`src/rtl/if_fetch_unit.sv`:
```
// Instruction-fetch stage: owns the PC and runs a single-outstanding request/response
// handshake with instruction memory. Optional counters are enabled by IF_PERF_CNT_EN.
module if_fetch_unit #(
  parameter logic [31:0] RESET_PC  = 32'h0000_0000,
  parameter logic [31:0] NOP_INSTR = 32'h0000_0000
) (
  input  logic        clk_i,
  input  logic        rst_n_i,
  input  logic        stall_i,
  input  logic        redirect_i,
  input  logic [31:0] redirect_pc_i,
  output logic        imem_req_o,
  output logic [31:0] imem_addr_o,
  input  logic        imem_rvalid_i,
  input  logic [31:0] imem_rdata_i,
  output logic [31:0] pc4_o,
  output logic [31:0] instr_o,
  output logic        valid_o
`ifdef IF_PERF_CNT_EN
  ,
  output logic [31:0] fetch_cnt_o,
  output logic [31:0] wait_cnt_o
`endif
);

  localparam logic [1:0] S_FETCH = 2'd0;
  localparam logic [1:0] S_HOLD  = 2'd1;
  localparam logic [1:0] S_DRAIN = 2'd2;

  logic [1:0]  r_state;
  logic [31:0] r_pc;
  logic [31:0] r_hold_instr;
  logic [31:0] r_drain_addr;

  logic [1:0]  w_state_nxt;
  logic [31:0] w_pc_nxt;
  logic        w_hold_load;
  logic        w_drain_load;
  logic        w_rsp;
  logic [31:0] w_pc_plus4;
  logic [31:0] w_redirect_pc;
  logic        w_unused;

  assign w_pc_plus4    = r_pc + 32'd4;
  assign w_redirect_pc = {redirect_pc_i[31:2], 2'b00};
  assign w_unused      = ^redirect_pc_i[1:0];
  assign pc4_o         = w_pc_plus4;
  assign w_rsp         = imem_req_o & imem_rvalid_i;

  // Outputs are masked while reset is held so a pending access is never completed.
  // NOTE: every always_comb output gets a default first, so no path can infer a latch.
  always_comb begin
    imem_req_o  = 1'b0;
    imem_addr_o = r_pc;
    valid_o     = 1'b0;
    instr_o     = NOP_INSTR;
    if (rst_n_i) begin
      case (r_state)
        S_FETCH: begin
          imem_req_o = 1'b1;
          if (imem_rvalid_i) begin
            valid_o = 1'b1;
            instr_o = imem_rdata_i;
          end
        end
        S_HOLD: begin
          valid_o = 1'b1;
          instr_o = r_hold_instr;
        end
        S_DRAIN: begin
          imem_req_o  = 1'b1;
          imem_addr_o = r_drain_addr;
        end
        default: ;
      endcase
    end
  end

  // A redirect never abandons an in-flight access: without a response it parks in DRAIN.
  always_comb begin
    w_state_nxt  = r_state;
    w_pc_nxt     = r_pc;
    w_hold_load  = 1'b0;
    w_drain_load = 1'b0;
    if (redirect_i) begin
      w_pc_nxt = w_redirect_pc;
      if ((r_state == S_FETCH) && !w_rsp) begin
        w_state_nxt  = S_DRAIN;
        w_drain_load = 1'b1;
      end else if ((r_state == S_DRAIN) && !w_rsp) begin
        w_state_nxt = S_DRAIN;
      end else begin
        w_state_nxt = S_FETCH;
      end
    end else begin
      case (r_state)
        S_FETCH: begin
          if (w_rsp) begin
            if (stall_i) begin
              w_hold_load = 1'b1;
              w_state_nxt = S_HOLD;
            end else begin
              w_pc_nxt = w_pc_plus4;
            end
          end
        end
        S_HOLD: begin
          if (!stall_i) begin
            w_pc_nxt    = w_pc_plus4;
            w_state_nxt = S_FETCH;
          end
        end
        S_DRAIN: begin
          if (w_rsp) w_state_nxt = S_FETCH;
        end
        default: w_state_nxt = S_FETCH;
      endcase
    end
  end

  // NOTE: sequential state uses non-blocking assignments so every register sees pre-edge values.
  always_ff @(posedge clk_i) begin
    if (!rst_n_i) begin
      r_state      <= S_FETCH;
      r_pc         <= RESET_PC;
      r_hold_instr <= 32'h0000_0000;
      r_drain_addr <= RESET_PC;
    end else begin
      r_state <= w_state_nxt;
      r_pc    <= w_pc_nxt;
      if (w_hold_load)  r_hold_instr <= imem_rdata_i;
      if (w_drain_load) r_drain_addr <= r_pc;
    end
  end

`ifdef IF_PERF_CNT_EN
  logic [31:0] r_fetch_cnt;
  logic [31:0] r_wait_cnt;

  always_ff @(posedge clk_i) begin
    if (!rst_n_i) begin
      r_fetch_cnt <= 32'h0000_0000;
      r_wait_cnt  <= 32'h0000_0000;
    end else begin
      if (valid_o && !stall_i && !redirect_i) r_fetch_cnt <= r_fetch_cnt + 32'd1;
      if ((r_state == S_FETCH || r_state == S_DRAIN) && !w_rsp)
        r_wait_cnt <= r_wait_cnt + 32'd1;
    end
  end

  assign fetch_cnt_o = r_fetch_cnt;
  assign wait_cnt_o  = r_wait_cnt;
`endif

endmodule

```
`config.mk`:
```
export PLATFORM = sky130hd
export DESIGN_NAME = if_fetch_unit
export DESIGN_NICKNAME = d
export VERILOG_FILES = /design/src/rtl/if_fetch_unit.sv
export SDC_FILE = /design/constraint.sdc
export NUM_CORES = 1
export LEC_CHECK = 0
export ABC_AREA = 0
export CELL_PAD_IN_SITES_DETAIL_PLACEMENT = 0
export CELL_PAD_IN_SITES_GLOBAL_PLACEMENT = 1
export CORE_MARGIN = 5
export CORE_UTILIZATION = 31
export CTS_BUF_LIST = sky130_fd_sc_hd__clkbuf_4
export DETAILED_ROUTE_END_ITERATION = 8
export GPL_ROUTABILITY_DRIVEN = 0
export MAX_ROUTING_LAYER = met4
export PLACE_DENSITY = 0.88
export SETUP_SLACK_MARGIN = 0.15
export SLEW_MARGIN = 20
export SYNTH_ARGS = -nofsm -noshare
export SYNTH_HDL_FRONTEND = slang
export SYNTH_SLANG_ARGS = --single-unit
```
`constraint.sdc`:
```
create_clock -name clk_i -period 2.3 [get_ports clk_i]
set_input_delay 0.46 -clock clk_i [delete_from_list [all_inputs] [get_ports clk_i]]
set_output_delay 0.46 -clock clk_i [all_outputs]
set_load 0.02 [all_outputs]
```
==> After elaboration in Yosys (flattened, before gate mapping) <==
Index checks and enable logic that the tools add are counted.
{ "word_totals": {"input_bits": 69, "register_bits": 98, "out_inout_bits": 98} }
{ "op_classes": {"n_bitwise": 2, "addsub": 1, "reduce_logical": 11, "n_eq_ne": 7, "muxes": 28} }
{ "ops": {"columns": ["op", "count"], "rows": [
  ["$mux 32", 7],
  ["$pmux 32 s2", 2],
  ["$add 32x3->32 const B", 1],
  ["$mux 2", 7],
  ["$ne 3x3->1 const B", 4],
  ["$mux 1", 10],
  ["$pmux 2 s3", 1],
  ["$reduce_and 2->1", 2],
  ["$reduce_and 4->1", 1],
  ["$reduce_or 2->1", 2],
  ["$reduce_bool 3->1", 1],
  ["$eq 2x1->1 const B", 1],
  ["$eq 2x2->1 const B", 1],
  ["$logic_and 1x1->1", 2],
  ["$logic_not 2->1", 1],
  ["$ne 2x2->1 const B", 1],
  ["$pmux 1 s2", 1],
  ["$reduce_bool 2->1", 1],
  ["$and 1x1->1", 1],
  ["$logic_not 1->1", 1],
  ["$not 1->1", 1]
]} }

==> Depth between registers and ports, before layout <==
Gate-level depths: netlist (run 1).
{ "depth": {"ltp_word": 10, "mapped_depth": 9} }

==> Worst setup path after synthesis (run 1) <==
No wires, ideal clock.
{ "synth_path": {"path_kind": "register to output", "start": "reg r_pc[2]", "end": "out pc4_o[24]", "required_ns": 1.840, "path_stages_with_launch": 8, "t_arrival_ns": 2.167, "setup_slack_ns": -0.327, "path_cell_list": "dfxtp_1 ha_1 nand3_4 or4_4 buf_6 nor2_1 nand3_1 xnor2_1"} }
{ "synth_via": {"elab_chain_cells": 1} }
{ "synth_lines": {"columns": ["item", "line", "text"], "rows": [
  ["start: declaration", "31", "logic [31:0] r_pc;"],
  ["start signal: assignment", "130", "r_pc <= w_pc_nxt;"],
  ["$add 32x3->32", "44", "assign w_pc_plus4 = r_pc + 32'd4;"],
  ["end: declaration", "16", "output logic [31:0] pc4_o,"]
]} }
Every way passes these cells.

==> Final worst setup path (run 1) <==
{ "layout_path": {"start": "reg r_pc[2]", "end": "out pc4_o[29]"} }
The elaborated chain is that of the path after synthesis.

==> reports/qor.csv, run 1 <==
metric;value;unit
hold_buf cts;0;
Vias;6006;
TritonCTS clock tree;built;
post-synth top area share;35.39;%
Worst Path Max Fanout;4;
Critical-path top delay cell;or4_4;
Die Footprint;19870;µm²
Distinct cells, synth;44;
Hold Startpoint;r_drain_addr[27]$_SDFFE_PN0P_;
largest net degree at the start of global routing;66;
R2R setup slack;0.19;ns
top achievable clock speed;0.3655;GHz
# DRC;0;
PnR worst setup slack;-0.4357;ns
Avg Cell Area, Syn;7.797;µm²
# rows;47;
Layout fillers;1474;
Place WS;-0.4767;ns
fin. max-slew vios;0;
final critical-path share of the clock period;118.9;%
Reg-to-Reg Start;r_pc[2]$_SDFFE_PN0P_;
DP Wirelength;12410;µm
Sequential Power Share;42.7;%
RSZ-0062 raised after global routing;true;
sequential area share after synthesis;35.39;%
Die Span X;141.0;µm
top cells by area, synth;dfxtp_1 (35%), nand2_1 (11%), a21boi_0 (8.9%), mux2_2 (6.4%), a22oi_1 (4.7%);
power per cell area;427.7;nW/µm²
clk_lat worst skew;0.48;ns
R2R cell count;11;
top_reg_cell synth;dfxtp_1;
Crit path arrival time;2.28;ns
WHS Path Cells;2;
Clock Skews;0.02181;ns
critical path's most frequent cell;buf_6;
Core Box Area;16700;µm²
wirelength, routed;21260;µm
max_slew headroom;60.57;%
HP Class;reg -> reg;
EDFF count, synth;0;
crit path kind;reg -> out;
endpoints failing hold;0;
Req. time, crit path;1.84;ns
final setup violation count;76;
post-synth top area cell;dfxtp_1;
status;finished, violations left;
Synth Register Bits;94;
reg2reg end;r_pc[31]$_SDFFE_PN0P_;
Worst path max stage delay;0.59;ns
grt total ovfl;0;
Post-synth ARST share;0;%
Critical Path End Type;primary output;
Initial Utilization;31.84;%
sw frac;31.61;%
area taken by multi-input logic gates;3780;µm²
max-cap violations;0;
first-pass GRT wire length;30440;µm
Sw Pwr;1.296;mW
layout cells sized above 1;44.50;%
vias per cell;5.068;
chip height;141.0;µm
Max Root-Sink Buffers;2;
Ys Warns;0;
cell count after synthesis;682;
# clock sinks;94;
I/O Pins;167;
DR WL/cell;17.94;µm
TritonCTS buffer count;9;
Leak;4.045;nW
FF+latch area;1912;µm²
PortBufs;160;
Total GRT Usage;19.77;%
failing checks;negative setup slack;
minimum clock period;2.736;ns
post-route ant nets;0;
initial antenna violation count;1;
DRT iter0 DRCs;476;
Power, Total;4.099;mW
hold endpoint;r_drain_addr[27]$_SDFFE_PN0P_;
Reg clk slew, reported paths;0.15;ns
Clk pwr share;26.0;%
Cell Area, Synth;5318;µm²
CP Cell Sequence;buf_6 > buf_6 > and4_4 > nand3_4 > or4_4 > xnor2_4 > buf_6;
Gate power share;31.3;%
Worst Tran Pin Value;0.5915;ns
Worst Setup Start Kind;register;
Pre-Repair DR Iteration Count;5;
Peak VDD IR;0.2308;mV
Root Buffer;clkbuf_4;
Layout Nets;1029;
internal power;2.803;mW
Area Overhead vs Synth;80.24;%
CTS HTree Levels;3;
number of global-route vias before repair;5617;
[critical path: cells and delay by family, from the launching register on]
family | cells | cell delay (ns)
DFF | 1 | 0.39
and+or+nand+nor | 3 | 0.93
buffers and inverters | 3 | 0.30
xor gates and xnor gates | 1 | 0.17
[how the worst max path moves through the flow]
stage	to	cells after the start	startpoint	slack (ns)
CTS	pc4_o[30]	6	r_pc[2]$_SDFFE_PN0P_	-0.54
detailed placement	pc4_o[30]	6	r_pc[3]$_SDFFE_PN0P_	-0.48
global route	pc4_o[29]	7	r_pc[2]$_SDFFE_PN0P_	-0.51
global placement	pc4_o[30]	6	r_pc[3]$_SDFFE_PN0P_	-0.43
floorplan	pc4_o[30]	6	r_pc[17]$_SDFFE_PN0P_	-0.02
finish	pc4_o[29]	7	r_pc[2]$_SDFFE_PN0P_	-0.44
[sequential cells by signal, summed over array words and instances (netlist names)]
register and cells:
r_drain_addr 30, r_pc 30, r_hold_instr 32, r_state 2
[per-layer routing]
| metal | up-vias | wire length, µm | GRT usage, % |
|---|---|---|---|
| met3 | 46 | 957 | 2.235 |
| met4 | 0 | 646 | 8.669 |
| met2 | 188 | 10270 | 30.12 |
| met1 | 2889 | 9389 | 26.55 |
| li1 | 2883 | - | - |
| met5 | - | 0 | - |
[cells in the final DEF (no fill, tap or decap), types with 11 or more instances in the layout]
cell type        count
buf_12              14
buf_4              147
dfxtp_1             78
mux2_2              23
nand2_1            146
dfxtp_2             12
a21boi_0            63
xor2_2              11
a21oi_1             17
clkdlybuf4s50_1     65
buf_6               87
a22oi_2             31
nor2_1              44
o21ai_0             32
[area by class of cell]
type,instances,share of cell area [%]
repair buffers,335,35.87
clock inverters,7,0.9791
diodes,1,0.02611
clock buffers,9,0.7050
well taps,220,2.872
inverters,4,0.1567
multi-input cells,515,39.44
flip-flops and latches,94,19.95
[power by group through the flow]
stage	Combinational (mW)	Sequential (mW)	Clock (mW)
finish	1.28	1.75	1.07
global route	1.36	1.76	1.16
CTS	1.13	1.74	1.10
detailed placement	1.06	1.78	0
global placement	1.06	1.77	0
floorplan	0.526	1.77	0
[cells by family after synthesis]
kind of cell	count (synthesis)	share of synthesized area, %
AOI/OAI and AO/OA	164	21.18
xor gates and xnor gates	41	6.894
adders and majority gates	1	0.2353
buffers and inverters	76	6.518
DFF	94	35.39
muxes	30	6.353
other	1	0.07052
and+or+nand+nor	275	23.36
[stage by stage]
| step | hold slack, ns | utilization, % | std cells | TNS, ns | instance area, µm² |
|---|---|---|---|---|---|
| 6_report | 0.4712 | 57.39 | 1185 | -11.90 | 9584 |
| 5_1_grt | 0.4970 | 57.39 | 1185 | -18.92 | 9584 |
| 4_1_cts | 0.4519 | 51.71 | 1150 | -13.19 | 8636 |
| 3_5_place_dp | 0.4546 | 46.98 | 1092 | -18.34 | 7846 |
| 3_3_place_gp | 0.4479 | 46.98 | 1092 | -18.34 | 7846 |
| 2_1_floorplan | 0.4410 | - | 685 | -0.01790 | 5444 |
[what timing repair did]
item / in CTS / in global routing
setup buffers: 36 / 29
setup endpoints to repair: 94 / 95
pin swaps: 25 / 74
gates cloned: 6 / 5
resized for setup: 561 / 148
[cells in the mapped netlist, types with 9 or more instances]
cell type / instances
nand3_1: 11
nor3_1: 19
dfxtp_1: 94
o21ai_0: 32
nor2_1: 53
buf_2: 10
clkbuf_1: 51
a21oi_1: 17
nand4_1: 9
mux2_2: 30
xnor2_1: 19
nand2_1: 150
a22oi_1: 33
a21boi_0: 63
xor2_1: 21
Power figures use the tool's default switching activity.
==> run 2, diff against run 1 <==
CORE_ASPECT_RATIO = 0.5   (was not set)
==> run 2 against run 1 <==
  * The flow still finishes with violations (negative setup slack)
  * Flip-flop and latch count stayed put
  * Count of clock-buffer cells in the layout rose by 1
  * Global-route usage fell by 0.47 points
  * Die area rose by 0.80%
  * First-iteration DRC count decreased by 27%
  * Worst setup slack got worse by 0.088 ns
  * Sequential power barely moved
  * Non-clock buffer count is 6 lower
  * Power up 3.5%
  * Register-to-register slack got worse by 0.28 ns
==> reports/qor.csv, run 2 (synthesis gave the netlist of run 1 again) <==
metric;value;unit;change
n_diodes;0;;-1
Largest register FFs;32;;unchanged
CTS HTree Levels;3;;unchanged
top achievable clock speed;0.3542;GHz;-3.1%
sw frac;30.44;%;-1.2 points
Biggest register;r_hold_instr;;
Root Buffer;clkbuf_4;;
Clk pwr share;27.9;%;+1.9 points
most common cell after layout, fill and taps aside;nand2_1;;
Initial Utilization;32.04;%;+0.20 points
Layout fillers;1399;;-5.1%
RSZ-0062 raised after global routing;true;;
chip height;102.6;µm;-27%
# rows;33;;-30%
PortBufs;160;;unchanged
final setup violation count;84;;+11%
post-route insts no fill;1185;;unchanged
Worst Tran Pin Value;0.5703;ns;-0.02115 ns
status;finished, violations left;;
largest net degree at the start of global routing;64;;-3.0%
Area Overhead vs Synth;77.65;%;
I/O Pins;167;;unchanged
power per cell area;449.1;nW/µm²;+5.0%
number of global-route vias before repair;5760;;+2.5%
internal power;2.951;mW;+5.3%
Critical Path End Type;primary output;;
max-cap violations;0;;unchanged
dpl cells;1095;;+0.27%
Worst Path Max Fanout;2;;-2
minimum clock period;2.824;ns;+0.08787 ns
# DRC;0;;unchanged
area taken by multi-input logic gates;3697;µm²;-2.2%
Largest regs;r_hold_instr x32, r_drain_addr x30, r_pc x30;;
# clock sinks;94;;unchanged
fin. max-slew vios;0;;unchanged
Die Footprint;20030;µm²;+0.80%
layout cells sized above 1;43.74;%;-0.77 points
endpoints failing hold;0;;unchanged
failing checks;negative setup slack;;
Core Box Area;16600;µm²;-0.61%
Worst Setup Start Kind;register;;
Peak VDD IR;0.2777;mV;+20%
Gate power share;30.9;%;-0.4 points
Pre-Repair DR Iteration Count;5;;unchanged
DP Wirelength;12780;µm;+3.0%
Die Span X;195.2;µm;+38%
DR WL/cell;17.77;µm;-0.97%
Clock Skews;0.01113;ns;-0.01068 ns
wirelength, routed;21050;µm;-0.97%
DRT iter0 DRCs;347;;-27%
most frequent cells in the layout;nand2_1 (148), buf_4 (146), buf_6 (84), dfxtp_1 (78), clkdlybuf4s50_1 (64);;
Crit path arrival time;2.36;ns;+0.08 ns
Vias;6046;;+0.67%
initial antenna violation count;0;;-1
FF+latch area;1912;µm²;unchanged
setup TNS;-14.08;ns;-2.181 ns
Layout Nets;1023;;-0.58%
Total GRT Usage;19.31;%;-0.47 points
Sequential Power Share;41.3;%;-1.4 points
crit path kind;reg -> out;;
first-pass GRT wire length;30480;µm;+0.14%
final critical-path share of the clock period;122.8;%;+3.8 points
HP Class;in -> reg;;
TritonCTS clock tree;built;;
Max Root-Sink Buffers;2;;unchanged
Reg clk slew, reported paths;0.15;ns;about the same
max_slew headroom;61.98;%;+1.4 points
Sw Pwr;1.291;mW;-0.33%
TritonCTS buffer count;9;;unchanged
Core Util, Final;56.91;%;-0.47 points
clk_lat worst skew;0.46;ns;-0.02 ns
vias per cell;5.102;;+0.67%
grt total ovfl;0;;unchanged
PnR worst setup slack;-0.5235;ns;-0.08787 ns
Leak;3.918;nW;-3.2%
post-route ant nets;0;;unchanged
Req. time, crit path;1.84;ns;about the same
==> run 2: power by group through the flow <==
stage / registers [mW] / clock network, mW / logic, mW
final: 1.75 / 1.18 / 1.31
after global routing: 1.76 / 1.28 / 1.38
after CTS: 1.74 / 1.21 / 1.15
after detailed placement: 1.78 / 0 / 1.05
after global placement: 1.77 / 0 / 1.04
after floorplan: 1.77 / 0 / 0.526
==> run 2: critical path: stages (launching register included) <==
cell	delay, ns
dfxtp_2	0.37
nand4_1	0.17
buf_4	0.19
or4_4	0.47
nor3_2	0.24
buf_4	0.17
xor2_2	0.16
buf_6	0.14
==> run 2: path summary, 6_finish.rpt <==
check	from	cells after the start	slack (ns)	end
hold reg to reg	r_drain_addr[8]$_SDFFE_PN0P_	2	0.47	r_drain_addr[8]$_SDFFE_PN0P_
hold / removal	imem_rvalid_i	3	0.45	r_state[1]$_SDFFE_PN0P_
setup / recovery	r_pc[12]$_SDFFE_PN0P_	7	-0.52	pc4_o[28]
setup reg to reg	r_pc[2]$_SDFFE_PN0P_	13	-0.09	r_pc[14]$_SDFFE_PN0P_
==> run 2: repair_timing <==
| item | in CTS | in global routing |
|---|---|---|
| setup buffers | 29 | 35 |
| setup endpoints to repair | 93 | 93 |
| pin swaps | 35 | 44 |
| gates resized for setup | 555 | 127 |
| hold buffers | 0 | 0 |
| gates cloned | 7 | 3 |
==> run 2: metal layers <==
metal	GRT usage (%)	vias up	wire length, µm
li1	-	2870	-
met1	22.98	2937	8939
met2	33.82	203	10560
met3	4.016	36	1135
met4	5.255	0	417
met5	-	-	0
==> run 2: final cells by class <==
cell class	instances	area share, %
Clock buffer	10	0.7947
Clock inverter	6	1.232
Inverter	4	0.1589
Multi-Input combinational cell	515	39.14
Sequential cell	94	20.24
Tap cell	227	3.007
Timing Repair Buffer	329	35.43
==> run 2: metrics by stage <==
| stage | hold slack [ns] | power, mW | setup slack, ns | cell area, µm² |
|---|---|---|---|---|
| finish | 0.4496 | 4.243 | -0.5235 | 9447 |
| global route | 0.4349 | 4.423 | -0.6202 | 9447 |
| CTS | 0.4105 | 4.108 | -0.4831 | 8593 |
| detailed placement | 0.4544 | 2.825 | -0.4717 | 7812 |
| global placement | 0.4482 | 2.813 | -0.4317 | 7812 |
| floorplan | 0.4410 | 2.298 | -0.01790 | 5444 |
